--- src/rtl/target_driver.sv ---
// target_driver
//   Fifo_clock-domain engine that sits between the stimulus FIFO and the
//   result FIFO. It pops one stimulus word, drives the vector onto the
//   target-design inputs, holds it for N+1 cycles, and, if the word's
//   capture flag is set, samples the target outputs into the result FIFO.
//
//   Stimulus word layout:
//     [STF_WIDTH-1:0]                      vector for the target inputs
//     [STF_WIDTH+CYCLE_RANGE-1:STF_WIDTH]  hold count N
//     [STF_WIDTH+CYCLE_RANGE]              capture flag C
//
// Ports
//   clock          fifo_clock, all logic on the rising edge
//   reset_n        synchronous active-low reset
//   enable         allows fetching of new stimulus words
//   sfifo_rdreq    stimulus FIFO read request (single-cycle pulse)
//   sfifo_rdempty  stimulus FIFO empty
//   sfifo_dataq    stimulus word, valid the cycle after sfifo_rdreq
//   rfifo_data     captured result word
//   rfifo_wrreq    result FIFO write request
//   rfifo_wrfull   result FIFO full
//   target_out     vector driven to the target inputs
//   target_in      target outputs, already synchronised upstream
//   busy           high whenever the engine is not idle
//   vec_count      number of vectors applied since reset (wraps)

module target_driver #(
  parameter int STF_WIDTH   = 24,
  parameter int RTF_WIDTH   = 24,
  parameter int CYCLE_RANGE = 5,
  parameter int VCNT_WIDTH  = 16
) (
  input  logic                               clock,
  input  logic                               reset_n,
  input  logic                               enable,
  output logic                               sfifo_rdreq,
  input  logic                               sfifo_rdempty,
  input  logic [STF_WIDTH+CYCLE_RANGE:0]     sfifo_dataq,
  output logic [RTF_WIDTH-1:0]               rfifo_data,
  output logic                               rfifo_wrreq,
  input  logic                               rfifo_wrfull,
  output logic [STF_WIDTH-1:0]               target_out,
  input  logic [RTF_WIDTH-1:0]               target_in,
  output logic                               busy,
  output logic [VCNT_WIDTH-1:0]              vec_count
);

  localparam logic [VCNT_WIDTH-1:0]  VCNT_ONE = {{(VCNT_WIDTH-1){1'b0}}, 1'b1};
  localparam logic [CYCLE_RANGE-1:0] HOLD_ONE = {{(CYCLE_RANGE-1){1'b0}}, 1'b1};

  typedef enum logic [1:0] {
    IDLE,
    LOAD,
    APPLY,
    PUSH
  } state_t;

  state_t                 r_state;
  state_t                 w_nextState;
  logic [STF_WIDTH-1:0]   r_targetOut;
  logic [RTF_WIDTH-1:0]   r_resultData;
  logic [VCNT_WIDTH-1:0]  r_vecCount;
  logic [CYCLE_RANGE-1:0] r_holdCount;
  logic                   r_captureFlag;
  logic                   w_rdreq;
  logic                   w_wrreq;

  // State register plus the datapath registers that move with it. LOAD
  // latches the word fields, APPLY counts the hold down and, on the last
  // hold cycle of a capture word, samples the target outputs.
  always_ff @(posedge clock) begin
    if (!reset_n) begin
      r_state       <= IDLE;
      r_targetOut   <= '0;
      r_resultData  <= '0;
      r_vecCount    <= '0;
      r_holdCount   <= '0;
      r_captureFlag <= 1'b0;
    end else begin
      r_state <= w_nextState;
      case (r_state)
        LOAD: begin
          r_targetOut   <= sfifo_dataq[STF_WIDTH-1:0];
          r_holdCount   <= sfifo_dataq[STF_WIDTH +: CYCLE_RANGE];
          r_captureFlag <= sfifo_dataq[STF_WIDTH+CYCLE_RANGE];
          r_vecCount    <= r_vecCount + VCNT_ONE;
        end
        APPLY: begin
          if (r_holdCount != '0) begin
            r_holdCount <= r_holdCount - HOLD_ONE;
          end else if (r_captureFlag) begin
            r_resultData <= target_in;
          end
        end
        default: begin
        end
      endcase
    end
  end

  // Next-state and handshake decode. Read and write requests can only be
  // raised in IDLE and PUSH respectively, so they are mutually exclusive.
  always_comb begin
    w_nextState = r_state;
    w_rdreq     = 1'b0;
    w_wrreq     = 1'b0;
    case (r_state)
      IDLE: begin
        if (enable && !sfifo_rdempty) begin
          w_rdreq     = 1'b1;
          w_nextState = LOAD;
        end
      end
      LOAD: begin
        w_nextState = APPLY;
      end
      APPLY: begin
        if (r_holdCount == '0) begin
          w_nextState = r_captureFlag ? PUSH : IDLE;
        end
      end
      PUSH: begin
        if (!rfifo_wrfull) begin
          w_wrreq     = 1'b1;
          w_nextState = IDLE;
        end
      end
      default: begin
        w_nextState = IDLE;
      end
    endcase
  end

  // Requests are masked while reset is asserted so that a pending fetch
  // or push is dropped in the very cycle reset is seen.
  assign sfifo_rdreq = w_rdreq & reset_n;
  assign rfifo_wrreq = w_wrreq & reset_n;
  assign busy        = (r_state != IDLE);
  assign target_out  = r_targetOut;
  assign rfifo_data  = r_resultData;
  assign vec_count   = r_vecCount;

endmodule

--- config.mk ---
export PLATFORM = sky130hd
export DESIGN_NAME = target_driver
export DESIGN_NICKNAME = d
export VERILOG_FILES = /design/src/rtl/target_driver.sv
export SDC_FILE = /design/constraint.sdc
export NUM_CORES = 1
export LEC_CHECK = 0
export CAP_MARGIN = 15
export CORE_MARGIN = 2
export CORE_UTILIZATION = 28
export CTS_CLUSTER_SIZE = 28
export DETAILED_ROUTE_END_ITERATION = 8
export PLACE_DENSITY = 0.65
export SYNTH_ARGS = -nofsm -noshare
export SYNTH_HDL_FRONTEND = slang
export SYNTH_SLANG_ARGS = --single-unit
--- constraint.sdc ---
create_clock -name clock -period 3.1 [get_ports clock]
set_input_delay 0.62 -clock clock [delete_from_list [all_inputs] [get_ports clock]]
set_output_delay 0.62 -clock clock [all_outputs]
set_load 0.01 [all_outputs]
==> impl_results.md, run 1 <==
- Top FF cell, synth: dfxtp_1
- RSZ-0062 raised after global routing: no
- Crit path arrival time: 2.18 ns
- Mapped Nets: 410
- Slew Limit Fails: 0
- Fin crit period: 2.80 ns
- Diode count: 0
- Inst Count DP: 592
- TritonCTS buffer count: 9
- Outcome: finished clean
- Area contributors post-synth: dfxtp_1, nand2_1, a21oi_1
- TritonCTS clock tree: built
- Worst Hold Class: flip-flop to flip-flop
- Detailed router's first-iteration violation count: 73
- Initial antenna violation count: 0
- Vias per cell: 4.55
- Largest net degree at the start of global routing: 29
- Area of the multi-input gates: 1250 sq um
- Finished Layout Cells: 608
- Initial Util: 28.9%
- Critical path peak fanout: 8
- GP Congestion: 0.698
- Syn_area_per_cell: 8.08 sq um
- Critical path data required time: 2.48 ns
- Gr ovfl total: 0
- Place WS: 0.288 ns
- CTS Hold Buffers Added: 0
- Leak: 1.50 nW
- Worst-path clk slew: 0.07 ns
- Number of H-tree levels: 3
- Post-synthesis async set-or-reset flop share: 0%
- Synth top area share: 51.1%
- Tcrit/Tclk final: 90.4%
- Leading cell type in the layout, fill and taps excluded: clkdlybuf4s50_1
- Root Buffer: clkbuf_8
- DP HPWL: 5.72 mm
- Reg area: 1440 sq um
- Core area: 9770 sq um
- Antenna-violating nets left: 0
- FP Rows: 36
- # clock sinks: 72
- Routed vias: 2,765
- CTS resizes: 0
- Seq/Total Area, Yosys: 51.1%
- First-pass GRT wire length: 12.9 mm
- Post-CTS Setup Inserts: 0
- Final wirelength: 7.89 mm
- Layout fillers: 966
- Max-Slew Margin vs Limit: 38.4%
- Final setup TNS: 0 ns
- EDFF count, synth: 0
- Commonest non-fill, non-tap cells in the layout: clkdlybuf4s50_1, nand2_1, dfxtp_1
- Total global-route track usage: 14.4%
- Pre-Repair DR Iteration Count: 4
- CTS Buffer Depth: 2
- Yosys cell types: 41
- Syn Inst Count: 349
- Yosys top cell by area: dfxtp_1
- Yosys warns: 0
- Final setup viols: 0
- Final worst slack: 0.297 ns
- Vias in the first global route: 2,648
- Number of remaining DRC errors: 0
- Fmax: 357 MHz
- Die X-Extent: 104 microns
- Maximum vdd drop: 0.180 mV
- WL/cell: 13.0 microns
- CP Class: primary input to output pin
- Critical Path Source Type: primary input
- Area Growth Syn to Fin: 55.4%
- Critical Path Sink Type: output pin
- Final Util: 44.9%
- Clock Skews: 0.00590 ns
- DIE AREA: 10,900 sq um
- Chip height: 104 microns
- IO Pins: 126
- Final Hold Fails: 0
- Synth Cell Area: 2820 sq um
- IO Port Bufs: 125
- #FFs+latches synth: 72
- Worst-Skew Late Latency: 0.34 ns
- Worst Tran Pin Value: 0.925 ns
- Share of cells above drive strength 1: 6.32%
- Final-stage net count: 531
- Max-cap violation count: 0
- PD cells: 434 nW/um^2
## report_power, final
part | internal [mW] | switching (mW)
logic | 0.123 | 0.0841
registers | 0.943 | 0.0176
clock network | 0.374 | 0.360
## registers in the layout, summed over array words and instances, names as in the netlist
register / count
r_state: 2
rfifo_data: 24
vec_count: 16
r_captureFlag: 1
target_out: 24
r_holdCount: 5
## synth_stat cells, types with 4 or more instances
master    instances
o21ai_0          11
nand2_1         111
clkbuf_1         11
inv_1             8
a21oi_1          55
buf_4             4
buf_2             5
dfxtp_1          72
nand3_1           5
xor2_1            9
nand4_1           6
nor2_1           14
## critical path, stage by stage
cell and delay (ns):
clkdlybuf4s50_1 0.66, nand2_1 0.13, nor3b_1 0.21, clkdlybuf4s50_1 0.56
## cells by family (layout without fill, tap and decap cells)
logic type	count (synthesis)	count (layout)	synth area share [%]
buffers and inverters	29	155	4.61
multiplexers	2	2	0.754
AO/OA/AOI/OAI	75	75	14.2
AND/OR/NAND/NOR	158	158	25.1
flip-flops	72	72	51.1
adder cells (fa/ha/maj)	2	2	0.887
XOR/XNOR	11	11	3.41
## metrics by stage
| stage | hold WS (ns) | cell area (sq um) | total power, mW |
|---|---|---|---|
| 6_report | 0.457 | 4380 | 1.90 |
| 5_1_grt | 0.478 | 4380 | 2.00 |
| 4_1_cts | 0.460 | 4380 | 1.94 |
| 3_5_place_dp | 0.449 | 4190 | 1.19 |
| 3_3_place_gp | 0.442 | 4190 | 1.19 |
| 2_1_floorplan | 0.455 | 2820 | 1.06 |
## routing by layer
metal | vias to the layer above | global-route usage, % | wire (microns)
met5 | - | 0 | 0
met4 | 0 | 4.63 | 83
met3 | 8 | 5.20 | 573
met2 | 87 | 24.0 | 3630
met1 | 1261 | 17.3 | 3600
li1 | 1409 | - | -
## final timing paths
kind,slack [ns],endpoint,cells past startpoint,startpoint
worst max-delay path,0.30,rfifo_wrreq,4,reset_n
worst min-delay path,0.46,target_out[13]$_SDFFE_PN0P_,2,target_out[13]$_SDFFE_PN0P_
worst max register to register,0.95,rfifo_data[1]$_SDFFE_PN0P_,6,r_holdCount[0]$_SDFFE_PN0P_
worst min register to register,0.46,target_out[13]$_SDFFE_PN0P_,2,target_out[13]$_SDFFE_PN0P_
## area by class of cell
type | count | share of cell area [%]
clock buffers | 10 | 2.91
multi-input cells | 248 | 28.6
well taps | 133 | 3.80
flip-flops and latches | 72 | 32.9
repair buffers | 131 | 29.6
clock inverters | 6 | 1.60
inverters | 8 | 0.685
(Power assumes the default switching activity.)
==> run 2: changes to the inputs <==
Settings changed: SKIP_CTS_REPAIR_TIMING set to 1.
==> results of run 2 <==
The final DEF is identical to that of run 1; final timing and power are the same.
==> run 3: changes to the inputs <==
Settings changed: ABC_AREA set to 1, PLACE_DENSITY 0.65 to 0.64, RECOVER_POWER set to 50.
==> impl_results.md, run 3 <==
- Fmax: 396 MHz
- FF-to-FF End: vec_count[7]$_SDFFE_PN0P_
- Simple-gate share of the synthesized area: 29.5%
- Post-synthesis async set-or-reset flop share: 0%
- RSZ-0062 raised after global routing: no
- Worst-Skew Late Latency: 0.34 ns
- Worst r2r path cells: 7
- Leading cell type in the layout, fill and taps excluded: nor2_1
- Share of cells above drive strength 1: 4.87%
- Place WS: 0.584 ns
- Total global-route track usage: 14.8%
- PD cells: 725 nW/um^2
- TritonCTS clock tree: built
- Number of remaining DRC errors: 0
- Final Hold Fails: 0
- Root Buffer: clkbuf_8
- Reg2Reg Launch Point: r_state[0]$_SDFFE_PN0P_
- Critical Path Sink Type: output pin
- Top cell by count, worst path: clkdlybuf4s50_1
- Final worst slack: 0.576 ns
- Critical path peak fanout: 2
- Final-stage net count: 590
- Area post-placement: 4280 sq um
- Yosys cell types: 27
- Final wirelength: 8.15 mm
- Mux cell area share after synthesis: 0%
- Vias in the first global route: 2,819
- Die X-Extent: 106 microns
- Slowest cell on crit path: clkdlybuf4s50_1
- Worst Hold Class: flip-flop to flip-flop
- CTS Buffer Depth: 2
- GP Congestion: 0.818
- Clock Skews: 0.00682 ns
- TritonCTS buffer count: 9
- Post-synthesis xor/xnor area fraction: 1.20%
- CP Class: primary input to output pin
- Layout fillers: 1,032
- Max-cap violation count: 0
- Yosys top cell by area: dfxtp_1
- Worst path cell trace: clkdlybuf4s50_1 > nor4_1 > clkdlybuf4s50_1
- Syn Inst Count: 407
- First-pass GRT wire length: 13.3 mm
- # clock sinks: 72
- Synth top area share: 49.2%
- Critical path data required time: 2.48 ns
- Leak: 1.81 nW
- Top FF cell, synth: dfxtp_1
- Initial antenna violation count: 0
- Area contributors post-synth: dfxtp_1, nor2_1, o21ai_0
- Vias per cell: 4.40
- IO Pins: 126
- Max-Slew Margin vs Limit: 20.9%
- Fin crit period: 2.52 ns
- Initial Util: 28.6%
- Commonest non-fill, non-tap cells in the layout: nor2_1, clkdlybuf4s50_1, dfxtp_1
- Largest net degree at the start of global routing: 69
- Hold Path End: r_holdCount[4]$_SDFFE_PN0P_
- Final setup viols: 0
- Largest stage delay, worst path: 0.58 ns
- Diode count: 0
- Yosys warns: 0
- Outcome: finished clean
- Area of the multi-input gates: 1280 sq um
- Final setup TNS: 0 ns
- Pre-Repair DR Iteration Count: 4
- Tcrit/Tclk final: 81.4%
- Reg area: 1440 sq um
- Antenna-violating nets left: 0
- Worst Tran Pin Value: 1.19 ns
- Syn_area_per_cell: 7.19 sq um
- Routed vias: 2,951
- Chip height: 106 microns
- Synth Cell Area: 2930 sq um
- DP HPWL: 5.74 mm
- Critical Path Source Type: primary input
- Compound-Gate Fraction of Synth Area: 12.1%
- Worst-path clk slew: 0.07 ns
- Top-count cell post-synth: nor2_1
- Mapped Nets: 468
- Number of H-tree levels: 3
- WL/cell: 12.2 microns
- Maximum vdd drop: 0.311 mV
- Final instance area: 4540 sq um
- DIE AREA: 11,300 sq um
- Gr ovfl total: 0
- Core area: 10,200 sq um
- IO Port Bufs: 125
- Slew Limit Fails: 0
- Hold Path Depth: 2
- Hold_sp: r_holdCount[4]$_SDFFE_PN0P_
- Slack of the worst reg-to-reg path: 0.91 ns
- Detailed router's first-iteration violation count: 106
- Adder-Cell Fraction of Synth Area: 0.855%
- Crit path arrival time: 1.90 ns
- #FFs+latches synth: 72
- FP Rows: 37
- Synth cell count leaders: nor2_1, dfxtp_1, o21ai_0
- EDFF count, synth: 0
- Seq/Total Area, Yosys: 49.2%
- Largest family of logic cells by synthesized area: simple AND/OR/NAND/NOR gates
- Area Growth Syn to Fin: 55.0%
[run 3: cell count changes after synthesis, moves of 6 or more]
cell / previous run / this run
nand3_1: 5 / 20
nor2_1: 14 / 130
o21ai_1: 0 / 7
inv_1: 8 / 28
nand2_1: 111 / 44
xor2_1: 9 / 3
a21oi_1: 55 / 10
o21ai_0: 11 / 52
[run 3: area by class of cell]
type / instances / share of cell area (%)
clock buffer: 11 / 3.12
inverter: 32 / 2.68
multi-input combinational: 286 / 28.2
timing repair buffer: 128 / 27.7
tap: 136 / 3.75
sequential: 72 / 31.8
clock inverter: 5 / 2.81
[run 3: how the worst max path moves through the flow]
stage	startpoint	to	slack, ns	depth (start not counted)
after floorplan	reset_n	rfifo_wrreq	1.16	3
after global placement	rfifo_wrfull	rfifo_wrreq	0.59	3
after detailed placement	rfifo_wrfull	rfifo_wrreq	0.58	3
after CTS	rfifo_wrfull	rfifo_wrreq	0.56	3
after global routing	rfifo_wrfull	rfifo_wrreq	0.42	3
final	rfifo_wrfull	rfifo_wrreq	0.58	3
[run 3: critical path, delay by kind of cell]
family | cells | cell delay [ns]
buffers and inverters | 2 | 1.00
and+or+nand+nor | 1 | 0.28
[run 3: cells by family (layout without fill, tap and decap cells)]
group / count (synthesis) / count (layout)
adders and majority gates: 2 / 2
and+or+nand+nor: 210 / 210
xor gates and xnor gates: 4 / 4
buffers and inverters: 49 / 176
AOI/OAI and AO/OA: 70 / 70
DFF: 72 / 72
[run 3: layer usage]
layer	share of wire, %	GRT usage (%)
met2	47	24.8
met4	2.2	7.14
met5	0	0
met3	5.4	2.94
met1	45	18.3
[run 3: stage by stage]
step	util, %	power (mW)	cells	hold WS [ns]
6_report	44.3	3.29	670	0.466
2_1_floorplan	-	1.86	407	0.437
5_1_grt	44.3	3.52	670	0.488
4_1_cts	44.5	3.35	670	0.467
3_5_place_dp	41.8	2.35	654	0.455
3_3_place_gp	41.8	2.33	654	0.447
[run 3: power by group]
group / leakage, nW / total (mW) / switching (mW) / internal, mW
clock: 0.130 / 0.990 / 0.351 / 0.639
combinational: 1.09 / 1.08 / 0.572 / 0.510
sequential: 0.586 / 1.22 / 0.105 / 1.11
total: 1.81 / 3.29 / 1.03 / 2.26
